`config.mk`:
```
export PLATFORM = sky130hd
export DESIGN_NAME = alu_rr_sched
export DESIGN_NICKNAME = d
export VERILOG_FILES = /design/src/rtl/alu_rr_sched.sv
export SDC_FILE = /design/constraint.sdc
export NUM_CORES = 1
export LEC_CHECK = 0
export ABC_AREA = 1
export CORE_ASPECT_RATIO = 1.5
export CORE_MARGIN = 4
export CORE_UTILIZATION = 35
export CTS_BUF_LIST = sky130_fd_sc_hd__clkbuf_4 sky130_fd_sc_hd__clkbuf_8
export DETAILED_ROUTE_END_ITERATION = 7
export GPL_TIMING_DRIVEN = 0
export PLACE_DENSITY = 0.79
export SYNTH_ARGS = -nofsm -noshare
export SYNTH_HDL_FRONTEND = slang
export SYNTH_SLANG_ARGS = --single-unit
```
`constraint.sdc`:
```
create_clock -name clk -period 1.3 [get_ports clk]
set_input_delay 0.325 -clock clk [delete_from_list [all_inputs] [get_ports clk]]
set_output_delay 0.325 -clock clk [all_outputs]
set_load 0.02 [all_outputs]
```
`src/rtl/alu_rr_sched.sv`:
```
// -----------------------------------------------------------------------------
// alu_rr_sched
//
// Purpose:
//   Two-requester round-robin scheduler in front of one shared combinational
//   ALU. One operation is in flight at a time. Each operation is accepted,
//   executed for one cycle, and its registered result is returned to the
//   requester that issued it.
//
// Handshake semantics (all channels):
//   A transfer happens on a rising clk edge where valid=1 and ready=1. The
//   producer holds valid and its payload stable until that edge. The consumer
//   may raise or lower ready freely.
//
// Ports:
//   clk, rst_n                   clock (rising edge), async active-low reset
//   reqN_valid/ready/op/src1/src2  request channel for requester N (N=0,1)
//   rspN_valid/ready             response channel for requester N
//   rsp_data/rsp_overflow/rsp_err  response payload shared by both channels
//   alu_enable/op/src1/src2      drive to the shared ALU
//   alu_out/alu_overflow         result from the shared ALU
//
// Optional build macro ALU_SCHED_PERF_CNT_EN:
//   adds done0_cnt, done1_cnt, ovf_cnt (16-bit saturating completion and
//   overflow counters). Without the macro these ports do not exist.
// -----------------------------------------------------------------------------
module alu_rr_sched #(
   parameter int DATA_W = 32,
   parameter int OP_W   = 5,
   parameter int OP_MAX = 17
) (
   input  logic              clk,
   input  logic              rst_n,
   input  logic              req0_valid,
   output logic              req0_ready,
   input  logic [OP_W-1:0]   req0_op,
   input  logic [DATA_W-1:0] req0_src1,
   input  logic [DATA_W-1:0] req0_src2,
   input  logic              req1_valid,
   output logic              req1_ready,
   input  logic [OP_W-1:0]   req1_op,
   input  logic [DATA_W-1:0] req1_src1,
   input  logic [DATA_W-1:0] req1_src2,
   output logic              rsp0_valid,
   input  logic              rsp0_ready,
   output logic              rsp1_valid,
   input  logic              rsp1_ready,
   output logic [DATA_W-1:0] rsp_data,
   output logic              rsp_overflow,
   output logic              rsp_err,
   output logic              alu_enable,
   output logic [OP_W-1:0]   alu_op,
   output logic [DATA_W-1:0] alu_src1,
   output logic [DATA_W-1:0] alu_src2,
   input  logic [DATA_W-1:0] alu_out,
   input  logic              alu_overflow
`ifdef ALU_SCHED_PERF_CNT_EN
   ,
   output logic [15:0]       done0_cnt,
   output logic [15:0]       done1_cnt,
   output logic [15:0]       ovf_cnt
`endif
);

   localparam logic [OP_W-1:0] LP_OP_MAX = OP_W'(OP_MAX);

   typedef enum logic [1:0] {
      ST_IDLE = 2'd0,
      ST_EXEC = 2'd1,
      ST_RESP = 2'd2
   } state_t;

   state_t            r_state;
   state_t            w_state_nxt;

   logic              r_last_grant;
   logic              r_id;
   logic              r_illegal;
   logic [OP_W-1:0]   r_op;
   logic [DATA_W-1:0] r_src1;
   logic [DATA_W-1:0] r_src2;
   logic [DATA_W-1:0] r_rsp_data;
   logic              r_rsp_ovf;
   logic              r_rsp_err;

   logic              w_pick0;
   logic              w_pick1;
   logic              w_accept;
   logic              w_rsp_hs;
   logic [OP_W-1:0]   w_sel_op;
   logic [DATA_W-1:0] w_sel_src1;
   logic [DATA_W-1:0] w_sel_src2;

   // Requester 1 wins when it is the only one asking, or when both ask and
   // requester 0 was served last. Otherwise requester 0 wins if it asks.
   assign w_pick1 = req1_valid & (~req0_valid | ~r_last_grant);
   assign w_pick0 = req0_valid & ~w_pick1;

   assign w_accept   = (req0_valid & req0_ready) | (req1_valid & req1_ready);
   assign w_rsp_hs   = (rsp0_valid & rsp0_ready) | (rsp1_valid & rsp1_ready);
   assign w_sel_op   = w_pick1 ? req1_op   : req0_op;
   assign w_sel_src1 = w_pick1 ? req1_src1 : req0_src1;
   assign w_sel_src2 = w_pick1 ? req1_src2 : req0_src2;

   // ---------------------------------------------------------------- state reg
   always_ff @(posedge clk or negedge rst_n) begin
      if (!rst_n) begin
         r_state <= ST_IDLE;
      end else begin
         r_state <= w_state_nxt;
      end
   end

   // --------------------------------------------------------------- next state
   always_comb begin
      w_state_nxt = r_state;
      case (r_state)
         ST_IDLE: if (w_accept) w_state_nxt = ST_EXEC;
         ST_EXEC: w_state_nxt = ST_RESP;
         ST_RESP: if (w_rsp_hs) w_state_nxt = ST_IDLE;
         default: w_state_nxt = ST_IDLE;
      endcase
   end

   // ------------------------------------------------------------------ outputs
   // Ready is also held low while reset is asserted so nothing looks accepted.
   always_comb begin
      req0_ready = 1'b0;
      req1_ready = 1'b0;
      rsp0_valid = 1'b0;
      rsp1_valid = 1'b0;
      alu_enable = 1'b0;
      case (r_state)
         ST_IDLE: begin
            req0_ready = rst_n & w_pick0;
            req1_ready = rst_n & w_pick1;
         end
         ST_EXEC: alu_enable = ~r_illegal;
         ST_RESP: begin
            rsp0_valid = ~r_id;
            rsp1_valid = r_id;
         end
         default: ;
      endcase
   end

   // ALU operands come straight from the latched request, so they stay at
   // their last values outside EXEC instead of toggling.
   assign alu_op       = r_op;
   assign alu_src1     = r_src1;
   assign alu_src2     = r_src2;
   assign rsp_data     = r_rsp_data;
   assign rsp_overflow = r_rsp_ovf;
   assign rsp_err      = r_rsp_err;

   // ----------------------------------------------------------------- datapath
   always_ff @(posedge clk or negedge rst_n) begin
      if (!rst_n) begin
         r_last_grant <= 1'b1;
         r_id         <= 1'b0;
         r_illegal    <= 1'b0;
         r_op         <= '0;
         r_src1       <= '0;
         r_src2       <= '0;
         r_rsp_data   <= '0;
         r_rsp_ovf    <= 1'b0;
         r_rsp_err    <= 1'b0;
      end else begin
         if (r_state == ST_IDLE && w_accept) begin
            r_op         <= w_sel_op;
            r_src1       <= w_sel_src1;
            r_src2       <= w_sel_src2;
            r_id         <= w_pick1;
            r_last_grant <= w_pick1;
            r_illegal    <= (w_sel_op > LP_OP_MAX);
         end
         if (r_state == ST_EXEC) begin
            r_rsp_data <= r_illegal ? '0 : alu_out;
            r_rsp_ovf  <= r_illegal ? 1'b0 : alu_overflow;
            r_rsp_err  <= r_illegal;
         end
      end
   end

`ifdef ALU_SCHED_PERF_CNT_EN
   logic [15:0] r_done0_cnt;
   logic [15:0] r_done1_cnt;
   logic [15:0] r_ovf_cnt;

   always_ff @(posedge clk or negedge rst_n) begin
      if (!rst_n) begin
         r_done0_cnt <= '0;
         r_done1_cnt <= '0;
         r_ovf_cnt   <= '0;
      end else if (w_rsp_hs) begin
         if (!r_id && r_done0_cnt != 16'hFFFF) r_done0_cnt <= r_done0_cnt + 16'd1;
         if (r_id && r_done1_cnt != 16'hFFFF)  r_done1_cnt <= r_done1_cnt + 16'd1;
         if (r_rsp_ovf && r_ovf_cnt != 16'hFFFF) r_ovf_cnt <= r_ovf_cnt + 16'd1;
      end
   end

   assign done0_cnt = r_done0_cnt;
   assign done1_cnt = r_done1_cnt;
   assign ovf_cnt   = r_ovf_cnt;
`endif

endmodule

```
### Yosys cells after proc, flatten, opt, wreduce, memory -nomap -nowiden

Index checks and enable logic that the tools add are counted.

| storage, ports and cells | value |
|---|---|
| bits in registers | 108 |
| input port bits | 177 |
| output and inout bits | 108 |
| word-level logic and storage cells | 47 |

| cells by class | value |
|---|---|
| magnitude comparators | 1 |
| equality and inequality tests | 4 |
| mux-type cells | 13 |
| bitwise gates (word level) | 16 |
| reductions and logical operators | 3 |

Operators with widths:

| cell | count |
|---|---|
| $mux W32 | 3 |
| $and A1 B1 Y1 | 8 |
| $mux W1 | 6 |
| $pmux W2 S3 | 1 |
| $gt A5 B5 Y1 const B | 1 |
| $mux W5 | 1 |
| $not A1 Y1 | 5 |
| $mux W2 | 2 |
| $ne A2 B2 Y1 const B | 2 |
| $or A1 B1 Y1 | 3 |
| $eq A2 B1 Y1 const B | 1 |
| $eq A2 B2 Y1 const B | 1 |
| $logic_not A2 Y1 | 1 |
| $reduce_and A2 Y1 | 1 |
| $logic_and A1 B1 Y1 | 1 |

### Longest topological paths before layout

| logic depth | value |
|---|---|
| word-level depth | 11 |
| depth in mapped cells | 9 |
| depth with buffers taken out | 8 |

### Least setup slack after synthesis

No wires, ideal clock.

| timing | value |
|---|---|
| path type | register to output |
| start point | reg r_last_grant |
| end point | out req0_ready |
| arrival | 1.269 ns |
| setup slack | -0.294 ns |
| stages on the path, launching flop included | 6 |
| cells stage by stage | dfstp_2 -> nand2_2 -> nand2_2 -> inv_2 -> buf_2 -> nor2_1 |

| on the way | value |
|---|---|
| word-level cells in the longest chain between the ends | 7 |

Ends and longest elaborated chain:

| element | RTL line | RTL |
|---|---|---|
| start, declared | 76 | `logic r_last_grant;` |
| start signal, assigned | 174 | `r_last_grant <= w_pick1;` |
| $not A1 Y1 | 96 | `assign w_pick1 = req1_valid & (~req0_valid \| ~r_last_grant);` |
| $or A1 B1 Y1 | 96 |  |
| $and A1 B1 Y1 | 96 |  |
| $not A1 Y1 | 97 | `assign w_pick0 = req0_valid & ~w_pick1;` |
| $and A1 B1 Y1 | 97 |  |
| $and A1 B1 Y1 | 135 | `req0_ready = rst_n & w_pick0;` |
| $mux W1 | 133 | `case (r_state)` |
| end, declared | 35 | `output logic req0_ready,` |

No other way between the ends.

### Worst setup path in the final report

Ends and elaborated chain as after synthesis.

==> flow_summary.json <==
{
  "detail-route-antenna-nets": 0,
  "crit_chain": "nand2_4, nand2_8, inv_6, buf_12, nor2_4, buf_6",
  "avgSynthCellArea_um2": 9.76,
  "ys_seq_area_share_pct": 56.2,
  "fmax_ghz": 0.540,
  "critPathMaxStageDelay_ns": 0.58,
  "whs_ns": -0.210,
  "rsz0062_at_grt": "true",
  "hpwl_um": 13400,
  "fin_area_um2": 9860,
  "nFillCells": 914,
  "dr.pass1.iters": 4,
  "drv_slew": 0,
  "cp-end-kind": "output pin",
  "vias_per_cell": 5.13,
  "regArea_um2": 2710,
  "dp_slack_ns": -1.31,
  "synthFlopType": "dfrtp_1",
  "drt_iter0_drc": 224,
  "multi_input_comb_area_um2": 2170,
  "finalPower_mw": 21.3,
  "status": "finished, violations left",
  "io-pin-count": 285,
  "synth_warnings": 0,
  "cp-start-kind": "flip-flop",
  "drv_cap": 0,
  "antenna_found_initial": 0,
  "cts_max_level": 3,
  "crit_type": "reg2out",
  "cts.sinks": 108,
  "cts_tree": "yes",
  "hp-class": "in2async",
  "hold_viol": 50,
  "min_period_over_period_pct": 142,
  "coreArea_um2": 13500,
  "worst_slack_ns": -0.550,
  "setup_viol": 107,
  "drive_gt1_share_pct": 44.5,
  "synth.net_count": 670,
  "die_height_um": 152,
  "grt_overflow": 0,
  "synth-edff-count": 0,
  "numPortBuffers": 284,
  "grt.total_usage_pct": 22.7,
  "slew_headroom_pct": 67.7,
  "die-area_um2": 15700,
  "clock_latency_ns": 0.38,
  "critPathMaxFanout": 4,
  "clock_skew_ns": 0.0111,
  "violations": "hold timing, setup timing",
  "n_antenna_cell": 0,
  "route.detailed.drc": 0,
  "start_util_pct": 35.7,
  "synth_cell_types": 22,
  "worstMarginPinSlew_ns": 0.485,
  "grt_max_degree": 61,
  "nets": 1074,
  "die_w_um": 104,
  "fin_tns_setup_ns": -33.61,
  "synthCells": 493,
  "cts.clk_slew.worst_paths_ns": 0.12,
  "wl_per_cell_um": 19.6,
  "gp_congestion": 0.872,
  "ys_async_sr_fraction_pct": 100,
  "grt_pass1_vias": 5322,
  "area_growth_pct": 105,
  "grt_pass1_wl_um": 28300,
  "clock_path_buffers": 2,
  "num_vias": 5462,
  "arrival_ns": 1.53,
  "ir_worst_vdd_v": 0.00101,
  "p_leak_nw": 4.71,
  "min_period_ns": 1.85,
  "row_count": 52,
  "crit_slowest_cell": "dfstp_2",
  "cp.required_ns": 0.98,
  "powerDensity_nw_per_um2": 2170,
  "synth_seq_cells": 108,
  "synth.cell_area_um2": 4810,
  "cts_root_buffer": "clkbuf_8",
  "numCtsBuffers": 9,
  "routed_wl_um": 20900,
  "dpl-instance-area_um2": 7940
}
[layer usage]
layer  part of all wire (%)  vias up  global-route usage, %
met4                    3.4        0                   9.38
met2                     55      261                   41.5
met5                      0        -                      0
met3                    6.6       52                   4.87
met1                     35     2674                   26.0
li1                       -     2475                      -
[what timing repair did]
action | 4_1_cts | 5_1_grt
gates resized for setup | 565 | 243
cloned | 9 | 14
pin swaps | 39 | 60
hold endpoints to repair | 50 | 50
endpoints found under the setup margin | 211 | 184
buffers inserted | 34 | 58
[metrics by stage]
step / util (%) / cells
5_1_grt: 73.2 / 1064
3_5_place_dp: 59.0 / 940
3_3_place_gp: 58.8 / 939
4_1_cts: 62.7 / 998
6_report: 73.2 / 1064
2_1_floorplan: - / 493
[where the power goes]
part | internal, mW | switching, mW
logic | 6.89 | 6.00
clock network | 0.784 | 1.37
registers | 5.02 | 1.28
[cell families (layout without fill, tap and decap cells)]
family,after synthesis,count (layout),share of synthesized area (%)
DFF,108,108,56.2
and+or+nand+nor,232,232,21.9
AOI/OAI and AO/OA,104,104,17.1
buffers and inverters,49,458,4.86
[path summary, 6_finish.rpt]
path	start	endpoint	slack [ns]	cells after the start
hold reg to reg	alu_src2[22]	alu_src2[22]	0.49	2
setup reg to reg	r_last_grant	alu_op[0]	-0.51	11
min in group clk	alu_src2[22]	alu_src2[22]	0.49	2
max in group asynchronous	rst_n	r_last_grant	0.90	2
setup / recovery	r_last_grant	req0_ready	-0.55	6
hold / removal	rst_n	alu_src2[5]	-0.21	1
[cell usage after synthesis, types with 2 or more instances]
master | number | share of area [%]
nand2_1 | 150 | 12
dfrtp_1 | 107 | 56
o211ai_1 | 65 | 10
or2_2 | 65 | 8.4
a22o_1 | 33 | 6.0
buf_2 | 18 | 1.9
inv_1 | 12 | 0.94
clkbuf_1 | 11 | 0.86
nand3_1 | 7 | 0.73
nor2_1 | 6 | 0.47
buf_6 | 3 | 0.70
inv_2 | 3 | 0.23
o21ai_1 | 3 | 0.31
nand2_2 | 2 | 0.26
[cell usage in the layout (no fill, tap or decap), types with 4 or more instances in the layout]
cell type	Yosys	layout
clkdlybuf4s50_1	0	173
dfrtp_1	107	106
buf_6	3	100
nand2_1	150	99
buf_4	1	71
o211ai_1	65	65
or2_2	65	54
nand2_2	2	40
a22o_1	33	33
buf_2	18	29
buf_8	0	21
clkbuf_16	0	13
nand2_4	0	12
or2_4	0	11
inv_1	12	9
clkbuf_8	0	9
buf_12	0	6
nand3_1	7	5
buf_16	0	5
nor2_4	0	4
clkinv_8	0	4
clkbuf_1	11	4
[flip-flops by register name (all words and copies together), names as in the netlist]
signal        cells
r_id              1
rsp_overflow      1
alu_src2         32
r_last_grant      1
alu_op            5
r_illegal         1
r_state           2
rsp_err           1
rsp_data         32
alu_src1         32
[worst max-delay path: cells and delay by family (launching register included)]
| kind | cells | cell delay, ns |
|---|---|---|
| DFF | 1 | 0.58 |
| buffers and inverters | 3 | 0.29 |
| and+or+nand+nor | 3 | 0.27 |
[cell type report]
class	instances	area share, %
timing repair buffer	394	41.1
buffer	31	4.21
clock buffer	9	1.26
inverter	15	0.774
timing repair inverter	2	0.190
tap	162	2.06
clock inverter	7	0.901
sequential	108	27.4
multi-input combinational	336	22.0
(Power assumes the default switching activity.)
